[src/rtl/exe_stage_if.sv]
// Valid/allowin pipeline handshake between adjacent core stages.
// The master drives valid and bus; the slave answers with allowin.
interface exe_stage_if #(
  parameter int W = 1
);
  logic         valid;
  logic         allowin;
  logic [W-1:0] bus;

  modport master (
    output valid,
    output bus,
    input  allowin
  );

  modport slave (
    input  valid,
    input  bus,
    output allowin
  );
endinterface

[src/rtl/exe_stage.sv]
// EXE stage of the LA32R core: latches decode output, runs the ALU,
// issues data SRAM requests and forwards results to MEM and decode.
module exe_stage #(
  parameter int DS2ES_LEN = 148,
  parameter int ES2MS_LEN = 71
) (
  input  logic        clk,
  input  logic        reset,
  exe_stage_if.slave  ds,
  exe_stage_if.master ms,
  output logic [38:0] es_rf_zip,
  output logic        data_sram_en,
  output logic [3:0]  data_sram_we,
  output logic [31:0] data_sram_addr,
  output logic [31:0] data_sram_wdata
);

  logic                 r_es_valid;
  logic [DS2ES_LEN-1:0] r_payload;

  logic        w_ready_go;
  logic        w_allowin;
  logic [11:0] w_alu_op;
  logic        w_res_from_mem;
  logic [31:0] w_src1;
  logic [31:0] w_src2;
  logic        w_mem_we;
  logic        w_rf_we;
  logic [4:0]  w_waddr;
  logic [31:0] w_rkd;
  logic [31:0] w_pc;
  logic [4:0]  w_shamt;
  logic [31:0] w_alu_result;
  logic        w_rf_we_vld;
  logic        w_to_mem;

  assign {w_alu_op, w_res_from_mem, w_src1, w_src2,
          w_mem_we, w_rf_we, w_waddr, w_rkd, w_pc} = r_payload;

  assign w_ready_go = 1'b1;
  assign w_allowin  = ~r_es_valid | (w_ready_go & ms.allowin);
  assign ds.allowin = w_allowin;
  assign ms.valid   = r_es_valid & w_ready_go;

  always_ff @(posedge clk or posedge reset) begin
    if (reset) begin
      r_es_valid <= 1'b0;
      r_payload  <= '0;
    end else begin
      if (w_allowin)
        r_es_valid <= ds.valid;
      if (ds.valid & w_allowin)
        r_payload <= ds.bus;
    end
  end

  assign w_shamt = w_src2[4:0];

  always_comb begin
    w_alu_result = '0;
    unique case (1'b1)
      w_alu_op[0]:  w_alu_result = w_src1 + w_src2;
      w_alu_op[1]:  w_alu_result = w_src1 - w_src2;
      w_alu_op[2]:  w_alu_result = {31'd0, $signed(w_src1) < $signed(w_src2)};
      w_alu_op[3]:  w_alu_result = {31'd0, w_src1 < w_src2};
      w_alu_op[4]:  w_alu_result = w_src1 & w_src2;
      w_alu_op[5]:  w_alu_result = ~(w_src1 | w_src2);
      w_alu_op[6]:  w_alu_result = w_src1 | w_src2;
      w_alu_op[7]:  w_alu_result = w_src1 ^ w_src2;
      w_alu_op[8]:  w_alu_result = w_src1 << w_shamt;
      w_alu_op[9]:  w_alu_result = w_src1 >> w_shamt;
      w_alu_op[10]: w_alu_result = $signed(w_src1) >>> w_shamt;
      w_alu_op[11]: w_alu_result = w_src2;
      default:      w_alu_result = '0;
    endcase
  end

  // Gate rf_we so a stale payload never looks like a live write.
  assign w_rf_we_vld = w_rf_we & r_es_valid;

  // SRAM request fires only on the cycle the instruction moves to MEM.
  assign w_to_mem        = r_es_valid & ms.allowin;
  assign data_sram_en    = w_to_mem & (w_res_from_mem | w_mem_we);
  assign data_sram_we    = {4{w_to_mem & w_mem_we}};
  assign data_sram_addr  = w_alu_result;
  assign data_sram_wdata = w_rkd;

  assign es_rf_zip = {w_res_from_mem, w_rf_we_vld, w_waddr, w_alu_result};
  assign ms.bus    = ES2MS_LEN'({w_res_from_mem, w_rf_we_vld, w_waddr,
                                 w_alu_result, w_pc});

endmodule

[src/flat_wrapper.sv]
// flat-port wrapper written by rule: the top's interface ports become plain ports
module exe_stage_flat 
#(
  parameter int DS2ES_LEN = 148,
  parameter int ES2MS_LEN = 71
)
  (clk, reset, es_rf_zip, data_sram_en, data_sram_we, data_sram_addr, data_sram_wdata, ds_valid, ds_bus, ds_allowin, ms_valid, ms_bus, ms_allowin);
  exe_stage_if #(.W(148)) ds_i ();
  exe_stage_if #(.W(71)) ms_i ();
  input  logic clk;
  input  logic reset;
  output logic [38:0] es_rf_zip;
  output logic data_sram_en;
  output logic [3:0] data_sram_we;
  output logic [31:0] data_sram_addr;
  output logic [31:0] data_sram_wdata;
  input wire logic [$bits(ds_i.valid)-1:0] ds_valid;
  input wire logic [$bits(ds_i.bus)-1:0] ds_bus;
  output wire logic [$bits(ds_i.allowin)-1:0] ds_allowin;
  output wire logic [$bits(ms_i.valid)-1:0] ms_valid;
  output wire logic [$bits(ms_i.bus)-1:0] ms_bus;
  input wire logic [$bits(ms_i.allowin)-1:0] ms_allowin;
  assign ds_i.valid = ds_valid;
  assign ds_i.bus = ds_bus;
  assign ds_allowin = ds_i.allowin;
  assign ms_valid = ms_i.valid;
  assign ms_bus = ms_i.bus;
  assign ms_i.allowin = ms_allowin;
  exe_stage #(.DS2ES_LEN(DS2ES_LEN), .ES2MS_LEN(ES2MS_LEN)) u_core (.clk(clk), .reset(reset), .ds(ds_i), .ms(ms_i), .es_rf_zip(es_rf_zip), .data_sram_en(data_sram_en), .data_sram_we(data_sram_we), .data_sram_addr(data_sram_addr), .data_sram_wdata(data_sram_wdata));
endmodule
[config.mk]
export PLATFORM = sky130hd
export DESIGN_NAME = exe_stage_flat
export DESIGN_NICKNAME = d
export VERILOG_FILES = /design/src/rtl/exe_stage_if.sv /design/src/rtl/exe_stage.sv /design/src/flat_wrapper.sv
export SDC_FILE = /design/constraint.sdc
export NUM_CORES = 1
export LEC_CHECK = 0
export ABC_AREA = 1
export CAP_MARGIN = 20
export CORE_ASPECT_RATIO = 1.4
export CORE_MARGIN = 3
export CORE_UTILIZATION = 44
export CTS_BUF_LIST = sky130_fd_sc_hd__clkbuf_4 sky130_fd_sc_hd__clkbuf_8 sky130_fd_sc_hd__clkbuf_16
export DETAILED_ROUTE_END_ITERATION = 7
export PLACE_DENSITY = 0.82
export SLEW_MARGIN = 20
export SYNTH_ARGS = -nofsm -noshare
export SYNTH_HDL_FRONTEND = slang
export SYNTH_SLANG_ARGS = --single-unit
[constraint.sdc]
create_clock -name clk -period 6.9 [get_ports clk]
set_input_delay 1.38 -clock clk [delete_from_list [all_inputs] [get_ports clk]]
set_output_delay 1.38 -clock clk [all_outputs]
set_load 0.01 [all_outputs]
==> results of run 1 <==
-- power by group --
group | total (mW) | switching [mW] | internal (mW)
clock network | 0.968 | 0.460 | 0.508
logic | 3.06 | 2.00 | 1.05
registers | 1.16 | 0.165 | 0.999
-- state kept, by name (all words and copies together) (netlist names) --
register	count
u_core.r_payload	148
u_core.ms.valid	1
-- final cells by class --
| cell class | instances | area [sq um] |
|---|---|---|
| tap | 522 | 653.1 |
| timing repair buffer | 359 | 3538 |
| sequential | 149 | 3731 |
| clock inverter | 14 | 143.9 |
| inverter | 331 | 1260 |
| fill | 4012 | 18330 |
| multi-input combinational | 2008 | 10420 |
| clock buffer | 17 | 425.4 |
-- stage by stage --
| step | util (%) | power [mW] | setup WS (ps) |
|---|---|---|---|
| after floorplan | - | 3.182 | 1512 |
| after detailed placement | 50.91 | 4.146 | 1984 |
| after global routing | 52.40 | 5.523 | 1237 |
| final | 52.40 | 5.188 | 1443 |
| after CTS | 52.39 | 5.124 | 1469 |
| after global placement | 50.91 | 4.138 | 2038 |
-- how the worst min path moves through the flow --
| stage | endpoint | slack (ps) | from |
|---|---|---|---|
| floorplan | u_core.r_payload[69] | 480 | u_core.r_payload[69] |
| CTS | u_core.r_payload[14] | 510 | u_core.r_payload[14] |
| global route | u_core.r_payload[25] | 520 | u_core.r_payload[25] |
| detailed placement | u_core.r_payload[17] | 490 | u_core.r_payload[17] |
| global placement | u_core.r_payload[49] | 490 | u_core.r_payload[49] |
| finish | u_core.r_payload[5] | 500 | u_core.r_payload[5] |
-- layer usage --
layer	track usage, %	vias to the layer above	part of all wire [%]
met5	0	-	0.022
met4	23.95	2	8.3
met3	7.786	276	9.8
met2	58.14	1053	47
met1	37.23	8722	35
li1	-	8937	-
-- cell families after synthesis --
| family | after synthesis | synth area share [%] |
|---|---|---|
| adder cells (fa/ha/maj) | 106 | 7.814 |
| flip-flops | 149 | 21.72 |
| AO/OA/AOI/OAI | 323 | 10.56 |
| XOR/XNOR | 1 | 0.05103 |
| multiplexers | 73 | 4.789 |
| AND/OR/NAND/NOR | 1505 | 37.45 |
| buffers and inverters | 605 | 17.61 |
-- critical path: cells and delay by family (launching register included) --
| family | cells | cell delay, ps |
|---|---|---|
| buffers and inverters | 4 | 1600 |
| AND/OR/NAND/NOR | 6 | 1200 |
| AO/OA/AOI/OAI | 1 | 80 |
| flip-flops | 1 | 700 |
-- cell usage in the layout (no fill, tap or decap), types with 3 or more instances in the layout --
cell type,count
sky130_fd_sc_hd__nor4_1,5
sky130_fd_sc_hd__o221ai_1,8
sky130_fd_sc_hd__inv_8,5
sky130_fd_sc_hd__o21ai_2,3
sky130_fd_sc_hd__nand2_4,6
sky130_fd_sc_hd__o21ai_1,10
sky130_fd_sc_hd__a211oi_1,9
sky130_fd_sc_hd__o2111ai_1,3
sky130_fd_sc_hd__nand3_2,10
sky130_fd_sc_hd__nor3_1,16
sky130_fd_sc_hd__clkdlybuf4s50_1,332
sky130_fd_sc_hd__nand3_1,393
sky130_fd_sc_hd__clkinvlp_4,3
sky130_fd_sc_hd__nand2_2,24
sky130_fd_sc_hd__o22ai_1,13
sky130_fd_sc_hd__o21ai_0,66
sky130_fd_sc_hd__buf_4,26
sky130_fd_sc_hd__inv_6,5
sky130_fd_sc_hd__inv_1,322
sky130_fd_sc_hd__dfrtp_1,147
sky130_fd_sc_hd__nand2_1,767
sky130_fd_sc_hd__o211ai_1,18
sky130_fd_sc_hd__o21bai_1,6
sky130_fd_sc_hd__ha_1,104
sky130_fd_sc_hd__a221oi_1,5
sky130_fd_sc_hd__and2_1,10
sky130_fd_sc_hd__a31oi_1,3
sky130_fd_sc_hd__mux2_2,73
sky130_fd_sc_hd__nor2_1,252
sky130_fd_sc_hd__a21oi_1,172
sky130_fd_sc_hd__nor2_2,4
sky130_fd_sc_hd__nand4_1,10
sky130_fd_sc_hd__inv_2,4
sky130_fd_sc_hd__clkbuf_16,17
==> results list, run 1 <==
- The flow ran to the end, and the final reports show no timing, DRC or antenna violations.
- The finished layout holds 3400 standard cells, fillers aside.
* Clock slew at reported path FFs: around 90 ps
- Total Die Area: 41450 sq um
* Area leader, netlist: sky130_fd_sc_hd__dfrtp_1
- In this run the tool buffered the top-level ports with between 300 and 400 buffer cells.
* Global-route wire length before repair: around 110000 um
- Of the cells placed in the final design, the portion with a size suffix greater than 1 is under 10%.
- Netlist area before placement: approximately 17000 sq um
- The final layout contains around 3100 nets.
- Clock tree synthesis inserted a total of 17 buffers.
- The endpoint identified for the worst register-to-register timing path is u_core.r_payload[75].
- Final estimated routing congestion in global placement: approximately 1.1
* Antenna Violating Nets Remaining: 0
- CTS Root Cell: sky130_fd_sc_hd__clkbuf_16
- Post-synthesis register bit count: 149
- Fmax: around 180 MHz
- Setup violations remaining at the end of the flow were counted as 0.
- Critical-path cell list: inv_2, buf_4, buf_4, nand2_1, nand2_1, nand2_1, nand2_1, a21oi_1, nor2_1, nand3_1, clkdlybuf4s50_1
- The commonest cells after synthesis are 768 x sky130_fd_sc_hd__nand2_1, 393 x sky130_fd_sc_hd__nand3_1, 323 x sky130_fd_sc_hd__inv_1.
* CTS tree: done
* Async set-or-reset flop fraction in the synthesized netlist: 100.0%
- Insertion delay of the later-clocked pin in the worst-skew pair: ~470 ps
* DP Area: approximately 20000 sq um
- The tightest min-delay check is of the reg -> reg type.
* Boundary Pins: 333
- The critical path starts at u_core.r_payload[73].
- The number of hold-slack violations in the final timing report is 0.
- Net count after synthesis: approximately 3000
* Gate count after technology mapping: between 2000 and 3000
- CP max-delay cell: sky130_fd_sc_hd__dfrtp_2
* Post-detail-place hpwl: 57860 um
* Power density over cell area: ~260 nW/um^2
- In this run, placement finished with an instance count of 3369.
- Kind of capture point of the worst setup path: output port
- Summed over all layers, the global routing overflow is 0.
- Counting every sink on the clock net gives 149.
- Overall fraction of global-route tracks in use: roughly 34%
- Once the floorplan was initialized, standard cells occupied 44.59% of the core.
- Initial antenna violation count: 2
- In this run the worst path has a maximum fanout of 40.
- Max VDD drop: 0.1608 mV
- In this run the biggest area consumer among cell types represents 21.72% of the synthesized area.
* Clock Skew: approximately 17 ps
- First-iteration detailed-routing DRC count: 2163
- Row generation in the floorplan step produced 85 rows.
- Average routed wire per standard cell: about 21 um
* Via count normalized by instance count: 5.585
* Unrepaired setup endpoints after global routing: no
* Mean instance size in the synthesized netlist: between 6 and 7 sq um
- Required arrival time at the worst endpoint: between 5000 and 6000 ps
* Remaining max-slew budget at the tightest pin: between 30% and 40%
* Count of TritonRoute iterations in the first routing pass: 6
* Final instance area: 20170 sq um
- Area added between synthesis and finish: 17.52%
- Static leakage: approximately 10 nW
- Floorplan die width: roughly 170 um
- Synthesis instantiated between 50 and 60 different standard cells from the library.
- Post-Route Setup TNS: 0 ps
- Library cell with the highest instance count after synthesis: sky130_fd_sc_hd__nand2_1
- Buffer levels on the longest clock path: 2
* Depth of the worst hold-timing path: 1
* Critical Setup Path Class: reg -> out
- Depth of the most critical reg-to-reg path: 5
* Startpoint class of the critical path: flop
- Number of maximum-capacitance constraint violations: 0
- Arr. time, crit path: slightly above 4000 ps
- Die Height: ~240 um
* Post-CTS resize count: 0
* Endpoint of the worst setup timing path: es_rf_zip[18]
- Hold is met by 504.0 ps.
- Top cells by area in the synthesized netlist: sky130_fd_sc_hd__dfrtp_1 22%, sky130_fd_sc_hd__nand2_1 17%, sky130_fd_sc_hd__nand3_1 11%
- The final max-slew violation count was 0.
* Count of inserted antenna diode cells: 0
- The floorplan step defined a core boundary enclosing 38500 sq um.
* Total number of vias: approximately 19000
- Entering global routing, the biggest net connects ~110 pins.
- The worst path uses around four fifths of the clock period.
- Yosys mapped a number of flops with a built-in enable equal to 0.
- Register-to-Register Setup Slack: ~4500 ps
- Number of post-CTS setup repair buffers: 0
- For the pin with the worst max-slew slack, the measured transition is roughly 960 ps.
- After clock tree synthesis, the flow added hold-fix buffers numbering 0.
- Delay of the slowest cell on the worst path: 700 ps
- Top FF cell, synth: sky130_fd_sc_hd__dfrtp_1
- The via count of the first global-routing pass was about 18000.
- The worst register-to-register path begins at u_core.ms.valid.
- For this run, the register share of the synthesized area comes to a little over a fifth.
- Among the stages of the critical path, the cell type that occurs most often is sky130_fd_sc_hd__nand2_1.
- Number of DRC violations after detailed routing: 0
* Warnings, synthesis: 0
- The smallest clock period supported by the final layout is computed as roughly 5500 ps.
- H-Tree Level Count: 4
- Total length of routed wires: 72580 um
No activity file was read; power rests on OpenSTA's default activity.
==> inputs of run 2 (changes only) <==
Clock period 6.9 ns to 5.6 ns, I/O delays scaled along.
==> run 2 against run 1 <==
Via count grew 1.2%. Global-route usage down 0.39 points. Non-clock buffer count increased by 8.
==> results list, run 2 (synthesis gave the netlist of run 1 again) <==
- Outcome: complete, no violations (unchanged).
* Util after Layout: 52.67% (was 52.40%)
- Hold worst-path end: u_core.r_payload[34] (was u_core.r_payload[5])
- Insertion delay of the later-clocked pin in the worst-skew pair: 450 ps (was 470 ps)
* Transition at the pin with the smallest max-transition slack: 878.4 ps (was 963.9 ps)
- Global-route wire length before repair: 106300 um (was 107300 um)
- Largest Register: u_core.r_payload (unchanged)
* Number of rows created at floorplan: 85 (unchanged)
* Post-CTS resize count: 0 (unchanged)
- The final routed wire length divided by cell count is 21.11 um (was 21.35 um).
- Most frequent standard cell in the layout excluding fill and tap cells: sky130_fd_sc_hd__nand2_1 (unchanged)
* Clock slew at reported path FFs: 70 ps (was 90 ps)
* Register-to-Register Setup Slack: 3390 ps (was 4530 ps)
- Area added between synthesis and finish: 18.14% (was 17.52%)
* Number of maximum-capacitance constraint violations: 0 (unchanged)
* Largest fanout on the critical path: 33 (was 40)
- The worst path in the final design needs a cycle of ~5000 ps, including I/O delays and setup.
- The worst endpoint data arrival time is 3920 ps (was 4080 ps).
* Reg-to-reg endpoint: u_core.r_payload[19] (was u_core.r_payload[75])
- Dividing the final minimum period by the clock period gives around 90%.
- The number of placed I/O pins was 333 (unchanged).
* Instance count after placement with tap cells included: 3377 (was 3369)
- The deepest clock path buffer count came to 2 (unchanged).
* Number of DRC violations after detailed routing: 0 (unchanged)
- The number of flip-flops in the largest register is 148 (unchanged).
- The number of cells traversed by the worst hold path was 1 (unchanged).
* Static leakage: 10.21 nW (was 10.14 nW)
- The initial antenna violation count is 1 (was 2).
- The cell area after placement came to 19670 sq um (was 19600 sq um).
- Startpoint class of the critical path: flop (unchanged)
- The remaining max-slew budget at the tightest pin came to 40.99% (was 35.74%).
* CTS Root Cell: sky130_fd_sc_hd__clkbuf_16 (unchanged)
- The launch point of the worst hold path was u_core.r_payload[34] (was u_core.r_payload[5]).
* Post-Route Setup TNS: 0 ps (unchanged)
- Class of the tightest hold or removal check: reg -> reg (unchanged)
* Final estimated routing congestion in global placement: 1.091 (was 1.099)
* Final Hold Viols: 0 (unchanged)
* Antenna Violating Nets Remaining: 0 (unchanged)
* Most frequent cells in the layout: 767 x sky130_fd_sc_hd__nand2_1, 393 x sky130_fd_sc_hd__nand3_1, 332 x sky130_fd_sc_hd__clkdlybuf4s50_1 (unchanged)
* Post-detail-place hpwl: 58400 um (was 57860 um)
- Unrepaired setup endpoints after global routing: no (unchanged).
* CTS tree: done (unchanged)
- The largest clock skew in the final design came to 10.45 ps (was 17.44 ps).
* Overall fraction of global-route tracks in use: 33.56% (was 33.95%)
- Post-Place Worst Slack: 1123 ps (was 1984 ps)
- The number of vias per cell after detailed routing was 5.634 (was 5.585).
- Maximum number of pins on one net before global-route repair: 99 (was 114)
* Core outline area: 38500 sq um (unchanged)
- Total Die Area: 41450 sq um (unchanged)
- The TritonCTS buffer count is 17 (unchanged).
- The worst-case setup margin in the final layout was 557.4 ps (was 1443 ps).
* CTS Hold Bufs: 0 (unchanged)
* Total number of vias: 19220 (was 18990)
- The global route total overflow came to 0 (unchanged).
- Final instance area: 20280 sq um (was 20170 sq um)
- The setup-violating endpoint count in the final report is 0 (unchanged).
- Starting density of the core: 44.59% (unchanged)
- Depth of the most critical reg-to-reg path: 4 (was 5)
- Critical Setup Path Class: reg -> out (unchanged)
- Number of global-route vias before repair: 18480 (was 18390)
- The critical path endpoint category was an output port (unchanged).
* Number of post-CTS setup repair buffers: 0 (unchanged)
- The total routed wirelength was 72010 um (was 72580 um).
- The CTS sink count was 149 (unchanged).
- Die Height: 239.7 um (unchanged)
* Post-route non-filler standard cell count: 3411 (was 3400)
- Nets@finish: 3132 (was 3124)
- The horizontal die dimension was 172.9 um (unchanged).
- H-Tree Level Count: 4 (unchanged)
* Power density over cell area: 316.4 nW/um^2 (was 257.2 nW/um^2)
- Max VDD drop: 0.2410 mV (was 0.1608 mV)
* Count of TritonRoute iterations in the first routing pass: 8 (was 6)
* Required arrival time at the worst endpoint: 4480 ps (was 5520 ps)
- Fraction of final layout cells sized beyond drive strength 1: 6.928% (was 6.637%)
- The number of buffers inserted by port buffering is 332 (unchanged).
- The startpoint of the worst-slack reg-to-reg timing path is u_core.ms.valid (unchanged).
- First-iteration detailed-routing DRC count: 2384 (was 2163)
- The final max-slew violation count came to 0 (unchanged).
- Fmax: ~200 MHz
-- run 2: cell types whose count changed in the layout (fill, tap and decap cells not counted), sizes merged --
cell	change
inv	-7
diode	+2
buf	+8
clkinv	+4
clkbuf	+5
clkinvlp	-2
bufinv	+1
-- run 2: area by class of cell --
| cell class | instances | area (sq um) |
|---|---|---|
| fillers | 3954 | 18220 |
| multi-input cells | 2008 | 10420 |
| flip-flops and latches | 149 | 3731 |
| repair buffers | 367 | 3611 |
| inverters | 331 | 1257 |
| well taps | 522 | 653.1 |
| clock buffers | 22 | 475.5 |
| clock inverters | 10 | 123.9 |
| diodes | 2 | 5.005 |
-- run 2: worst max-delay path by stage --
stage	from	to	slack, ps
after global routing	u_core.r_payload[73]	data_sram_addr[6]	260
after floorplan	reset	u_core.ms.valid	470
after detailed placement	u_core.r_payload[73]	es_rf_zip[18]	1120
after global placement	u_core.r_payload[73]	data_sram_addr[18]	1130
final	u_core.r_payload[73]	es_rf_zip[18]	560
after CTS	u_core.r_payload[73]	es_rf_zip[18]	620
-- run 2: worst max-delay path: stages, from the launching register on --
cell                              delay, ps
sky130_fd_sc_hd__dfrtp_2                410
sky130_fd_sc_hd__inv_2                  430
sky130_fd_sc_hd__ha_1                   430
sky130_fd_sc_hd__nand3_1                120
sky130_fd_sc_hd__nand3_1                220
sky130_fd_sc_hd__nand2_1                130
sky130_fd_sc_hd__nand2_1                100
sky130_fd_sc_hd__nand2_1                 80
sky130_fd_sc_hd__nand2_1                120
sky130_fd_sc_hd__nand2_1                110
sky130_fd_sc_hd__nand2_1                 50
sky130_fd_sc_hd__nand2_1                 50
sky130_fd_sc_hd__nand3_1                 80
sky130_fd_sc_hd__nand3_1                480
sky130_fd_sc_hd__clkdlybuf4s50_1        660
-- run 2: where the power goes --
group	internal (mW)	total, mW	switching, mW	leakage [nW]
combinational	1.31	3.79	2.48	8.22
sequential	1.23	1.42	0.193	1.69
clock	0.699	1.20	0.500	0.296
total	3.24	6.42	3.18	10.2
-- run 2: routing by layer --
metal	vias to the layer above	share of wire, %	GRT usage [%]
met2	1189	47	57.99
li1	8965	-	-
met5	-	0	0
met1	8756	35	36.45
met3	309	9.7	7.168
met4	0	8.3	24.32
-- run 2: stage by stage --
step	hold WS [ps]	total power, mW
CTS	506.3	6.331
global placement	485.9	5.097
floorplan	479.3	3.921
detailed placement	493.0	5.112
global route	517.7	6.807
finish	503.4	6.416
